## config.mk

```make
export PLATFORM = sky130hd
export DESIGN_NAME = npu_out_fifo_flat
export DESIGN_NICKNAME = d
export VERILOG_FILES = /design/src/rtl/npu_pkg.sv /design/src/rtl/npu_out_fifo_if.sv /design/src/rtl/npu_out_fifo_frame_counter.sv /design/src/rtl/npu_out_fifo.sv /design/src/flat_wrapper.sv
export SDC_FILE = /design/constraint.sdc
export NUM_CORES = 1
export LEC_CHECK = 0
export CAP_MARGIN = 20
export CORE_MARGIN = 5
export CORE_UTILIZATION = 30
export CTS_BUF_LIST = sky130_fd_sc_hd__clkbuf_2
export CTS_CLUSTER_DIAMETER = 100
export DETAILED_ROUTE_END_ITERATION = 6
export MAX_ROUTING_LAYER = met4
export PLACE_DENSITY = 0.44
export SYNTH_ARGS = -nofsm -noshare
export SYNTH_HDL_FRONTEND = slang
export SYNTH_HIERARCHICAL = 1
export SYNTH_SLANG_ARGS = --single-unit
```

## constraint.sdc

```tcl
create_clock -name clk -period 2.4 [get_ports clk]
set_clock_uncertainty 0.05 [all_clocks]
set_input_delay 0.36 -clock clk [delete_from_list [all_inputs] [get_ports clk]]
set_output_delay 0.36 -clock clk [all_outputs]
set_load 0.03 [all_outputs]
```

## src/rtl/npu_pkg.sv

```systemverilog
// Shared NPU definitions: accumulator width helper and default buffer sizing.
package npu_pkg;

  localparam int OUT_FIFO_DEPTH = 8;

  // Accumulator/result word width for an N x N systolic array.
  function automatic int acc_w(input int n);
    return 16 + n - 1;
  endfunction

endpackage

```

## src/rtl/npu_out_fifo_if.sv

```systemverilog
// Write/read port bundle for the ReLU output FIFO.
interface npu_out_fifo_if
  import npu_pkg::*;
#(
  parameter int N     = 2,
  parameter int DEPTH = OUT_FIFO_DEPTH
);
  localparam int W  = acc_w(N);
  localparam int CW = $clog2(DEPTH) + 1;

  logic          clr;
  logic          wr_en;
  logic [W-1:0]  wr_data;
  logic          rd_ready;
  logic          rd_valid;
  logic [W-1:0]  rd_data;
  logic [CW-1:0] count;
  logic          full;
  logic          empty;
  logic          overflow;
  logic          frame_done;

  // Producer/consumer side.
  modport master (
    output clr, wr_en, wr_data, rd_ready,
    input  rd_valid, rd_data, count, full, empty, overflow, frame_done
  );

  // FIFO side.
  modport slave (
    input  clr, wr_en, wr_data, rd_ready,
    output rd_valid, rd_data, count, full, empty, overflow, frame_done
  );
endinterface

```

## src/rtl/npu_out_fifo_frame_counter.sv

```systemverilog
// Modulo-F strobe counter; pulses done_o one cycle after the F-th strobe.
module npu_frame_counter #(
  parameter int F = 4
) (
  input  logic clk,
  input  logic rst,
  input  logic clr_i,
  input  logic strobe_i,
  output logic done_o
);
  localparam int FCW = (F > 1) ? $clog2(F) : 1;

  logic [FCW-1:0] fc_q, fc_d;
  logic           done_q, done_d;
  logic           last;

  assign last = (fc_q == FCW'(F - 1));

  // Next state: every strobe counts, wrapping on the last word of a frame.
  always_comb begin
    fc_d   = fc_q;
    done_d = 1'b0;
    if (clr_i) begin
      fc_d = '0;
    end else if (strobe_i) begin
      fc_d   = last ? '0 : fc_q + FCW'(1);
      done_d = last;
    end
  end

  // Counter and registered done pulse.
  always_ff @(posedge clk or negedge rst) begin
    if (!rst) begin
      fc_q   <= '0;
      done_q <= 1'b0;
    end else begin
      fc_q   <= fc_d;
      done_q <= done_d;
    end
  end

  assign done_o = done_q;
endmodule

```

## src/rtl/npu_out_fifo.sv

```systemverilog
// FWFT circular output buffer behind the ReLU stage with frame tracking
// and sticky overflow on dropped writes.
module npu_out_fifo
  import npu_pkg::*;
#(
  parameter int N     = 2,
  parameter int DEPTH = OUT_FIFO_DEPTH
) (
  input logic           clk,
  input logic           rst,
  npu_out_fifo_if.slave bus
);
  localparam int W  = acc_w(N);
  localparam int AW = $clog2(DEPTH);
  localparam int CW = AW + 1;
  localparam int F  = 2 * N;

  logic [W-1:0]  mem_q [DEPTH];
  logic [AW-1:0] wp_q, wp_d, rp_q, rp_d;
  logic [CW-1:0] count_q, count_d;
  logic          ovf_q, ovf_d;
  logic          full, empty, rd_fire, wr_acc, wr_drop;

  assign full    = (count_q == CW'(DEPTH));
  assign empty   = (count_q == '0);
  assign rd_fire = !empty && bus.rd_ready;
  // A full buffer still accepts a write when the head leaves the same cycle.
  assign wr_acc  = bus.wr_en && (!full || rd_fire);
  assign wr_drop = bus.wr_en && full && !rd_fire;

  // Pointer/occupancy/overflow next state; clr overrides traffic.
  always_comb begin
    wp_d    = wp_q;
    rp_d    = rp_q;
    count_d = count_q;
    ovf_d   = ovf_q;
    if (bus.clr) begin
      wp_d    = '0;
      rp_d    = '0;
      count_d = '0;
      ovf_d   = 1'b0;
    end else begin
      if (wr_acc)  wp_d = wp_q + AW'(1);
      if (rd_fire) rp_d = rp_q + AW'(1);
      if (wr_acc && !rd_fire)      count_d = count_q + CW'(1);
      else if (!wr_acc && rd_fire) count_d = count_q - CW'(1);
      if (wr_drop) ovf_d = 1'b1;
    end
  end

  // Control state registers.
  always_ff @(posedge clk or negedge rst) begin
    if (!rst) begin
      wp_q    <= '0;
      rp_q    <= '0;
      count_q <= '0;
      ovf_q   <= 1'b0;
    end else begin
      wp_q    <= wp_d;
      rp_q    <= rp_d;
      count_q <= count_d;
      ovf_q   <= ovf_d;
    end
  end

  // Storage; zeroed on reset so the head reads 0, untouched by clr.
  always_ff @(posedge clk or negedge rst) begin
    if (!rst) begin
      for (int i = 0; i < DEPTH; i++) mem_q[i] <= '0;
    end else if (!bus.clr && wr_acc) begin
      mem_q[wp_q] <= bus.wr_data;
    end
  end

  // Framing follows every producer strobe, dropped or not.
  npu_frame_counter #(.F(F)) u_fc (
    .clk      (clk),
    .rst      (rst),
    .clr_i    (bus.clr),
    .strobe_i (bus.wr_en),
    .done_o   (bus.frame_done)
  );

  assign bus.rd_valid = !empty;
  assign bus.rd_data  = mem_q[rp_q];
  assign bus.count    = count_q;
  assign bus.full     = full;
  assign bus.empty    = empty;
  assign bus.overflow = ovf_q;
endmodule

```

## src/flat_wrapper.sv

```systemverilog
// flat-port wrapper written by rule: the top's interface ports become plain ports
module npu_out_fifo_flat import npu_pkg::*;
#(
  parameter int N     = 2,
  parameter int DEPTH = OUT_FIFO_DEPTH
)
  (clk, rst, bus_clr, bus_wr_en, bus_wr_data, bus_rd_ready, bus_rd_valid, bus_rd_data, bus_count, bus_full, bus_empty, bus_overflow, bus_frame_done);
  npu_out_fifo_if #(.N(N), .DEPTH(DEPTH)) bus_i ();
  input logic clk;
  input logic rst;
  input wire logic [$bits(bus_i.clr)-1:0] bus_clr;
  input wire logic [$bits(bus_i.wr_en)-1:0] bus_wr_en;
  input wire logic [$bits(bus_i.wr_data)-1:0] bus_wr_data;
  input wire logic [$bits(bus_i.rd_ready)-1:0] bus_rd_ready;
  output wire logic [$bits(bus_i.rd_valid)-1:0] bus_rd_valid;
  output wire logic [$bits(bus_i.rd_data)-1:0] bus_rd_data;
  output wire logic [$bits(bus_i.count)-1:0] bus_count;
  output wire logic [$bits(bus_i.full)-1:0] bus_full;
  output wire logic [$bits(bus_i.empty)-1:0] bus_empty;
  output wire logic [$bits(bus_i.overflow)-1:0] bus_overflow;
  output wire logic [$bits(bus_i.frame_done)-1:0] bus_frame_done;
  assign bus_i.clr = bus_clr;
  assign bus_i.wr_en = bus_wr_en;
  assign bus_i.wr_data = bus_wr_data;
  assign bus_i.rd_ready = bus_rd_ready;
  assign bus_rd_valid = bus_i.rd_valid;
  assign bus_rd_data = bus_i.rd_data;
  assign bus_count = bus_i.count;
  assign bus_full = bus_i.full;
  assign bus_empty = bus_i.empty;
  assign bus_overflow = bus_i.overflow;
  assign bus_frame_done = bus_i.frame_done;
  npu_out_fifo #(.N(N), .DEPTH(DEPTH)) u_core (.clk(clk), .rst(rst), .bus(bus_i));
endmodule
```

Yosys cells after proc, flatten, opt, wreduce, memory -nomap -nowiden
Index checks and enable logic that the tools add are counted.
- register bits: 150
- logic and storage cells: 66
- input port bits: 22
- output and inout port bits: 26
- magnitude comparators: 3
- bitwise logic cells: 2
- eq/ne operators: 2
- $add $sub $neg: 5
- multiplexer cells: 20
- reduce and logical (&&, ||, !) cells: 20
- operators with widths (cell ; count):
    136-bit bitwise mux ; 1
    17-bit binary-select mux with 3-bit select ; 1
    17-bit demux with 3-bit select ; 1
    17-bit 2-to-1 mux ; 3
    3-bit 2-to-1 mux ; 4
    4-bit 2-to-1 mux ; 3
    4-bit >= comparator (second input constant) ; 2
    1-bit logical AND ; 8
    3-bit NOT with 4-bit output ; 2
    2-bit nonzero test ; 4
    3-bit by 1-bit adder with 3-bit output (second input constant) ; 2
    2-bit 2-to-1 mux ; 3
    1-bit zero test ; 5
    4-bit by 1-bit adder with 4-bit output (second input constant) ; 1
    4-bit == test (second input constant) ; 1
    4-bit zero test ; 1
    4-bit by 1-bit < comparator with 1-bit output (second input constant) ; 1
    1-bit 2-to-1 mux ; 4
    4-bit by 1-bit subtractor with 4-bit output (second input constant) ; 1
    3-bit nonzero test ; 1
    2-bit by 1-bit adder with 2-bit output (second input constant) ; 1
    2-bit == test (second input constant) ; 1
    1-bit logical OR ; 1

Logic depth before layout (Yosys ltp)
Gate-level depths: netlist of run 1.
- depth after elaboration: 10
- depth in mapped cells: 9
- gate-level depth less buffers: 8

Cells and area by module
The synthesis of run 1 kept the hierarchy.
- by module, submodules not included (module ; area an instance (um^2) ; times used ; cells an instance ; seq. area each (um^2)):
    npu_out_fifo ; 7016.7 ; 1 ; 433 ; 3678.5
    npu_frame_counter ; 132.6 ; 1 ; 11 ; 75.1

Worst setup path after synthesis of run 1
OpenSTA, ideal clock, no wires.
- path type: register to register
- from: reg u_core.count_q[0] (netlist: u_core/bus.count[0])
- to: reg u_core.count_q[3] (netlist: u_core/bus.count[3])
- path slack: 0.051 ns
- data arrival time: 2.217 ns
- library setup time: 0.082 ns
- required time: 2.268 ns
- period minus slack after synthesis: 2.349 ns
- cell stages (with the launch flop): 10
- buffers on the path: 1
- cell sequence: dfrtp_1 -> buf_6 -> nor3_1 -> nand2_1 -> nand3_1 -> ha_1 -> a21oi_1 -> nor4bb_1 -> o21bai_1 -> a31oi_1
- cells in the longest elaborated chain, start to end: 8
- elaborated cells on any way between the ends: 17
- classes of those cells: add/sub (2); eq/ne (1); mux (3); reduce/logical (11)
- RTL lines (item ; RTL line ; RTL):
    from (decl) ; npu_out_fifo.sv:20 ; logic [CW-1:0] count_q, count_d;
    from (signal assigned) ; npu_out_fifo.sv:61 ; count_q <= count_d;
    branches (longest 8 deep; another with 4-bit by 1-bit subtractor with 4-bit output) ; n/a ;
Parallel ways; which one is timed is not known. The select of a mux whose other input is x is not followed.
A chain may end at the register's enable or synchronous reset.

Worst setup path in the final report of run 1
- from: reg u_core.rp_q[0]
- to: out bus_rd_data[13]
- cells in the longest elaborated chain, start to end: 4
- RTL lines (item ; RTL line ; RTL):
    from (decl) ; npu_out_fifo.sv:19 ; logic [AW-1:0] wp_q, wp_d, rp_q, rp_d;
    from (signal assigned) ; npu_out_fifo.sv:60 ; rp_q <= rp_d;
    3-bit NOT with 4-bit output (implied by the code) ; npu_out_fifo.sv:85 ; assign bus.rd_data = mem_q[rp_q];
    17-bit binary-select mux with 3-bit select ; npu_out_fifo.sv:85 ;
    17-bit 2-to-1 mux (implied by the code) (2 in a row) ; npu_out_fifo.sv:85 ;
    to (decl) ; flat_wrapper.sv:16 ; output wire logic [$bits(bus_i.rd_data)-1:0] bus_rd_data;
No other way between the ends. The select of a mux whose other input is x is not followed.

==> impl_metrics.toml, run 1 <==
[sta]
finalSetupViolations = 17
fin_ws_ps = -408.8
fin_crit_sh = 1.170
worst_hold_slack_ps = 84.06
drv_slew = 0
relSlewSlack = 0.6706
worst_pin_slew_ps = 494.1
hold_viol_final = 0
rsz0062_at_grt = "yes"
fmax_mhz = 356.0
min_period_ps = 2809

[routing]
vias = 4068
met2_length_mm = 8.168
drt_iter0_drc = 241
drc = 0
ant_nets = 0
firstDrtPassIters = 4
routedWlPerCell_um = 19.01
wirelength_mm = 16.56
wl_met1_mm = 7.835
vias_per_cell = 4.670
routed.top_layer = "met4"
routed-wl-met3_um = 404

[pwr]
power.leakage_nw = 4.147
power.density_nw_per_um2 = 1054
vdd_drop_max_mv = 0.6364

[clocking]
clkSinkCount = 150
clock_latency_ps = 700
path_clk_slew_ps = 210
cts_buffers = 17
htree_levels = 4
clockBufferDepth = 2
cts_tree = "yes"
cts_root_buf = "clkbuf_2"

[placement]
placedInstanceArea_um2 = 8183
dp_hpwl_mm = 10.56
port-buffer-count = 47
gp_congestion = 0.7615

[hold_path]
hold_path_class = "input port to async pin"

[floorplanning]
coreArea_um2 = 23470
row_count = 56
fp.dieH_um = 164.4
die_area_um2 = 27020
die_w_um = 164.4
io_pins = 48
initial_core_util = 0.3046

[logic_synthesis]
yosysUniqueCellTypes = 43
synth_area_um2 = 7149
synthTopCellsByArea = "dfrtp_1 (53%), mux2_2 (11%), mux4_2 (11%)"
dominantRegCellSynth = "dfrtp_1"
synth_common_cells = "dfrtp_1 (150), mux2_2 (73), mux2_1 (60)"
synth_area_per_cell_um2 = 16.10
yosysSeqAreaShare = 0.5250
synth_warnings = 6
yosysTopAreaCell = "dfrtp_1"
synth_most_common_cell = "dfrtp_1"
syn_inst = 444
syn-num-nets = 472
synth_top_area_frac = 0.5250
ys_ff_latch = 150
synth_edf_count = 0
synthArstFlopShare = 1.000

[worst_setup_path]
crit_cells = 6
rrSetupSlack_ps = 90
crit_top_cell = "buf_6"
end_kind = "output pin"
path_max_fanout = 4
required_ps = 1990
regToRegStartpoint = "u_core/bus.count[0]"
startpoint = "u_core/rp_q[0]"
start_kind = "register"
max_stage_delay_ps = 500
critPathBufInv = 4
crit_path_cell_trace = "buf_12 -> buf_6 -> buf_6 -> mux4_2 -> mux2_2 -> buf_6"
critical_path_class = "register to output pin"
path_delay_family = "multiplexers"
r2r_cells = 7
cp_slowest_cell = "mux4_2"
arrival_ps = 2400
r2r-end = "u_core/mem_q[91]"
critPathCapture = "bus_rd_data[13]"

[global_routing]
antenna_found_initial = 1
grt.overflow.total = 0
gr-usage-all-layers = 0.1349
grt_pass1_vias = 4535
grt_first_pass_wirelength_mm = 26.68
grt_max_degree = 59

[outcome]
violations = "negative setup slack"
status = "finished with violations"

[final_layout]
drive_gt1_frac = 0.4646
syn2layout_area_growth_pct = 24.75
fin_nets = 566
stdcell_area_um2 = 8919
utilization = 0.3800

[flow_run]
cap_violations = 0
power breakdown:
| part | internal (mW) | switching [mW] |
|---|---|---|
| Sequential | 3.11 | 0.327 |
| Clock | 0.897 | 0.929 |
| Combinational | 2.30 | 1.83 |
worst min-delay path by stage:
stage          from             endpoint  depth (start not counted)
5_1_grt         rst    u_core/mem_q[127]                          2
2_1_floorplan   rst  u_core/bus.count[0]                          0
6_report        rst    u_core/mem_q[127]                          2
3_3_place_gp    rst    u_core/mem_q[127]                          1
3_5_place_dp    rst    u_core/mem_q[127]                          1
4_1_cts         rst    u_core/mem_q[127]                          2
cells by family after synthesis:
logic type / after synthesis / synth area share
compound gates: 16 / 0.01645
xor+xnor: 7 / 0.008576
fa+ha+maj: 6 / 0.01155
buf+inv: 33 / 0.03238
flops: 150 / 0.5250
mux: 190 / 0.3628
simple gates: 42 / 0.04323
layout make-up:
cell class / instances / area (µm²)
antenna: 1 / 2.502
timing repair buffer: 102 / 1144
multi-input combinational: 261 / 3266
inverter: 6 / 22.52
tap: 319 / 399.1
fill: 2215 / 14550
clock buffer: 19 / 95.09
clock inverter: 13 / 229.0
sequential: 150 / 3761
layout by cell type (no fill, tap or decap), types with 2 or more instances in the layout:
| cell | count |
|---|---|
| mux2_4 | 36 |
| nand3_1 | 2 |
| buf_2 | 2 |
| nand2b_1 | 4 |
| xnor2_1 | 4 |
| clkinvlp_4 | 3 |
| clkbuf_2 | 19 |
| dlygate4sd2_1 | 4 |
| inv_1 | 6 |
| xor2_1 | 3 |
| o211ai_1 | 2 |
| buf_8 | 2 |
| dfrtp_1 | 144 |
| dfrtp_2 | 6 |
| nor2_1 | 13 |
| buf_4 | 28 |
| a21oi_2 | 2 |
| buf_12 | 15 |
| buf_6 | 26 |
| mux2i_1 | 3 |
| bufinv_16 | 6 |
| ha_1 | 5 |
| clkinv_4 | 2 |
| mux2_2 | 57 |
| nand4_4 | 2 |
| nand2_1 | 5 |
| or3_1 | 2 |
| nand3b_1 | 2 |
| nand3_4 | 4 |
| mux2_1 | 60 |
| a21oi_1 | 2 |
| clkdlybuf4s50_1 | 22 |
| mux4_2 | 34 |
what timing repair did:
item,4_1_cts,5_1_grt
resized for setup,80,18
pin swaps,0,1
hold endpoints to repair,150,0
setup endpoints to repair,24,21
setup buffers,16,1
hold buffers,1,0
cloned,2,0
metrics by stage:
step | setup WS (ps) | std cells | power [mW] | TNS [ps]
after floorplan | 51.09 | 444 | 5.785 | 0
after global placement | -77.18 | 819 | 6.896 | -81.61
after detailed placement | -130.1 | 819 | 6.967 | -138.8
after CTS | -508.6 | 870 | 9.539 | -7797
after global routing | -589.2 | 871 | 9.962 | -8872
final | -408.8 | 871 | 9.398 | -5921
flip-flops by register name, indices dropped and copies added, names as in the netlist:
signal	cells
u_core/mem_q	136
u_core/bus.count	4
u_core/rp_q	3
u_core/wp_q	3
u_core/u_fc/fc_q	2
u_core/bus.overflow	1
u_core/u_fc/done_o	1
layer usage:
metal / vias up / track usage
li1: 1842 / -
met3: 11 / 0.02770
met2: 46 / 0.2133
met5: - / -
met1: 2169 / 0.1794
met4: 0 / 0.03365
worst register-to-register path, delay by kind of cell (launching register included):
family | cells | cell delay, ps
buffers and inverters | 3 | 550
AND/OR/NAND/NOR | 2 | 520
flip-flops | 1 | 490
multiplexers | 1 | 340
AO/OA/AOI/OAI | 1 | 270
(Power assumes the default switching activity.)
==> run 2: changes to the inputs <==
- CORE_UTILIZATION: 30 -> 59
- PLACE_DENSITY: 0.44 -> 0.78
==> run 2 against run 1 <==
The flow still finishes with violations (negative setup slack). Utilization up 33 points. Via count grew 0.66%. Sequential power about the same. Die area is 47% lower. Final cell count is 22% lower. Non-clock buffer count down 17. Clock power decreased by 25%. Worst hold slack got worse by 16 ps. Global-route usage increased by 9.0 points. Largest cell class unchanged. Wire length fell by 11%.
==> impl_metrics.toml, run 2 (synthesis results as in run 1) <==
[sta]
worst_hold_slack_ps = 67.66
min_period_ps = 2831
hold_viol_final = 0
fmax_mhz = 353.2
worst_pin_slew_ps = 562.7
finalSetupTns_ps = -6818
fin_crit_sh = 1.180
relSlewSlack = 0.6248
drv_slew = 0
rsz0062_at_grt = "yes"
finalSetupViolations = 17
fin_ws_ps = -431.4

[floorplanning]
coreArea_um2 = 11960
die_area_um2 = 14420
die_w_um = 120.1
row_count = 40
initial_core_util = 0.5977
io_pins = 48
fp.dieH_um = 120.1

[routing]
drc = 0
drt_iter0_drc = 267
vias_per_cell = 6.013
routedWlPerCell_um = 21.68
ant_nets = 0
vias = 4095
wirelength_mm = 14.77
firstDrtPassIters = 4

[final_layout]
utilization = 0.7081
syn2layout_area_growth_pct = 18.46
drive_gt1_frac = 0.4513
layout_commonest_cell = "dfrtp_1"
fill_cells = 797
fin_nets = 549
final_cell_mix = "dfrtp_1 (146), mux2_1 (59), mux2_2 (56)"
stdcell_area_um2 = 8469
antenna_cells = 0
largest-register = "u_core/mem_q"
largest_reg_flops = 136

[placement]
gp_congestion = 0.7980
dp_hpwl_mm = 8.954
port-buffer-count = 47
placedInstanceArea_um2 = 7888

[clocking]
cts_root_buf = "clkbuf_2"
htree_levels = 4
cts_buffers = 17
cts_tree = "yes"
clockBufferDepth = 2
clkSinkCount = 150
clock_latency_ps = 730
path_clk_slew_ps = 230

[global_routing]
grt_first_pass_wirelength_mm = 24.15
antenna_found_initial = 0
gr-usage-all-layers = 0.2253
grt_max_degree = 61
grt_pass1_vias = 4397
grt.overflow.total = 0

[pwr]
vdd_drop_max_mv = 0.7007
power.leakage_nw = 4.017
power.density_nw_per_um2 = 1058
power_mw = 8.963

[worst_setup_path]
crit_path_cell_trace = "buf_6 -> buf_12 -> mux4_2 -> mux2_4 -> buf_6"
crit_cells = 5
path_max_fanout = 8
path_delay_family = "multiplexers"
arrival_ps = 2420
max_stage_delay_ps = 520
required_ps = 1990
start_kind = "register"
critPathBufInv = 3
cp_slowest_cell = "mux4_2"
critical_path_class = "register to output pin"
end_kind = "output pin"
crit_top_cell = "buf_6"
r2r_cells = 7

[outcome]
status = "finished with violations"
violations = "negative setup slack"

[hold_path]
hold_path_class = "input port to async pin"

[flow_run]
cap_violations = 0
## run 2: metrics by stage
step,setup slack (ps),instances
CTS,-532.5,682
global placement,-34.69,635
finish,-431.4,681
global route,-545.3,681
floorplan,51.09,444
detailed placement,-49.55,635
## run 2: area by class of cell
cell class,instances,area (µm²),area share
sequential,150,3759,0.4438
multi-input combinational,261,3301,0.3897
timing repair buffer,85,973.4,0.1149
tap,147,183.9,0.02172
clock inverter,15,145.1,0.01714
clock buffer,17,85.08,0.01005
inverter,6,22.52,0.002659
## run 2: worst register-to-register path, delay by kind of cell, from the launching register on
| kind | cells | cell delay [ps] |
|---|---|---|
| AOI/OAI and AO/OA | 1 | 210 |
| muxes | 1 | 390 |
| buffers and inverters | 3 | 460 |
| DFF | 1 | 490 |
| and+or+nand+nor | 2 | 710 |
## run 2: metal layers
| metal | wire length [µm] | vias up | track usage |
|---|---|---|---|
| met5 | 0 | - | - |
| met4 | 98 | 0 | 0.05870 |
| met1 | 6496 | 2192 | 0.2956 |
| met2 | 7678 | 75 | 0.3583 |
| met3 | 492 | 8 | 0.05325 |
| li1 | - | 1820 | - |
## run 2: what timing repair did
item                                    4_1_cts  5_1_grt
hold buffers                                  1        0
endpoints found under the hold margin       150        0
pin swaps                                     0        5
cloned                                        4        0
resized for setup                           155       27
endpoints found under the setup margin       24       21
buffers inserted                             10        1
## run 2: where the power goes
part           leakage (nW)  internal (mW)  switching, mW
sequential             1.98           3.11          0.339
clock                 0.133          0.398          0.978
combinational          1.91           2.30           1.84
total                  4.02           5.80           3.16
## run 2: worst paths after layout
path | start | endpoint | slack, ps
max reg2reg | u_core/bus.count[0] | u_core/mem_q[103] | 10
min in group clk | bus_clr | u_core/rp_q[2] | 300
min | rst | u_core/mem_q[42] | 70
max in group asynchronous | rst | u_core/mem_q[68] | 1530
min reg2reg | u_core/mem_q[85] | u_core/mem_q[85] | 470
max | u_core/rp_q[0] | bus_rd_data[11] | -430
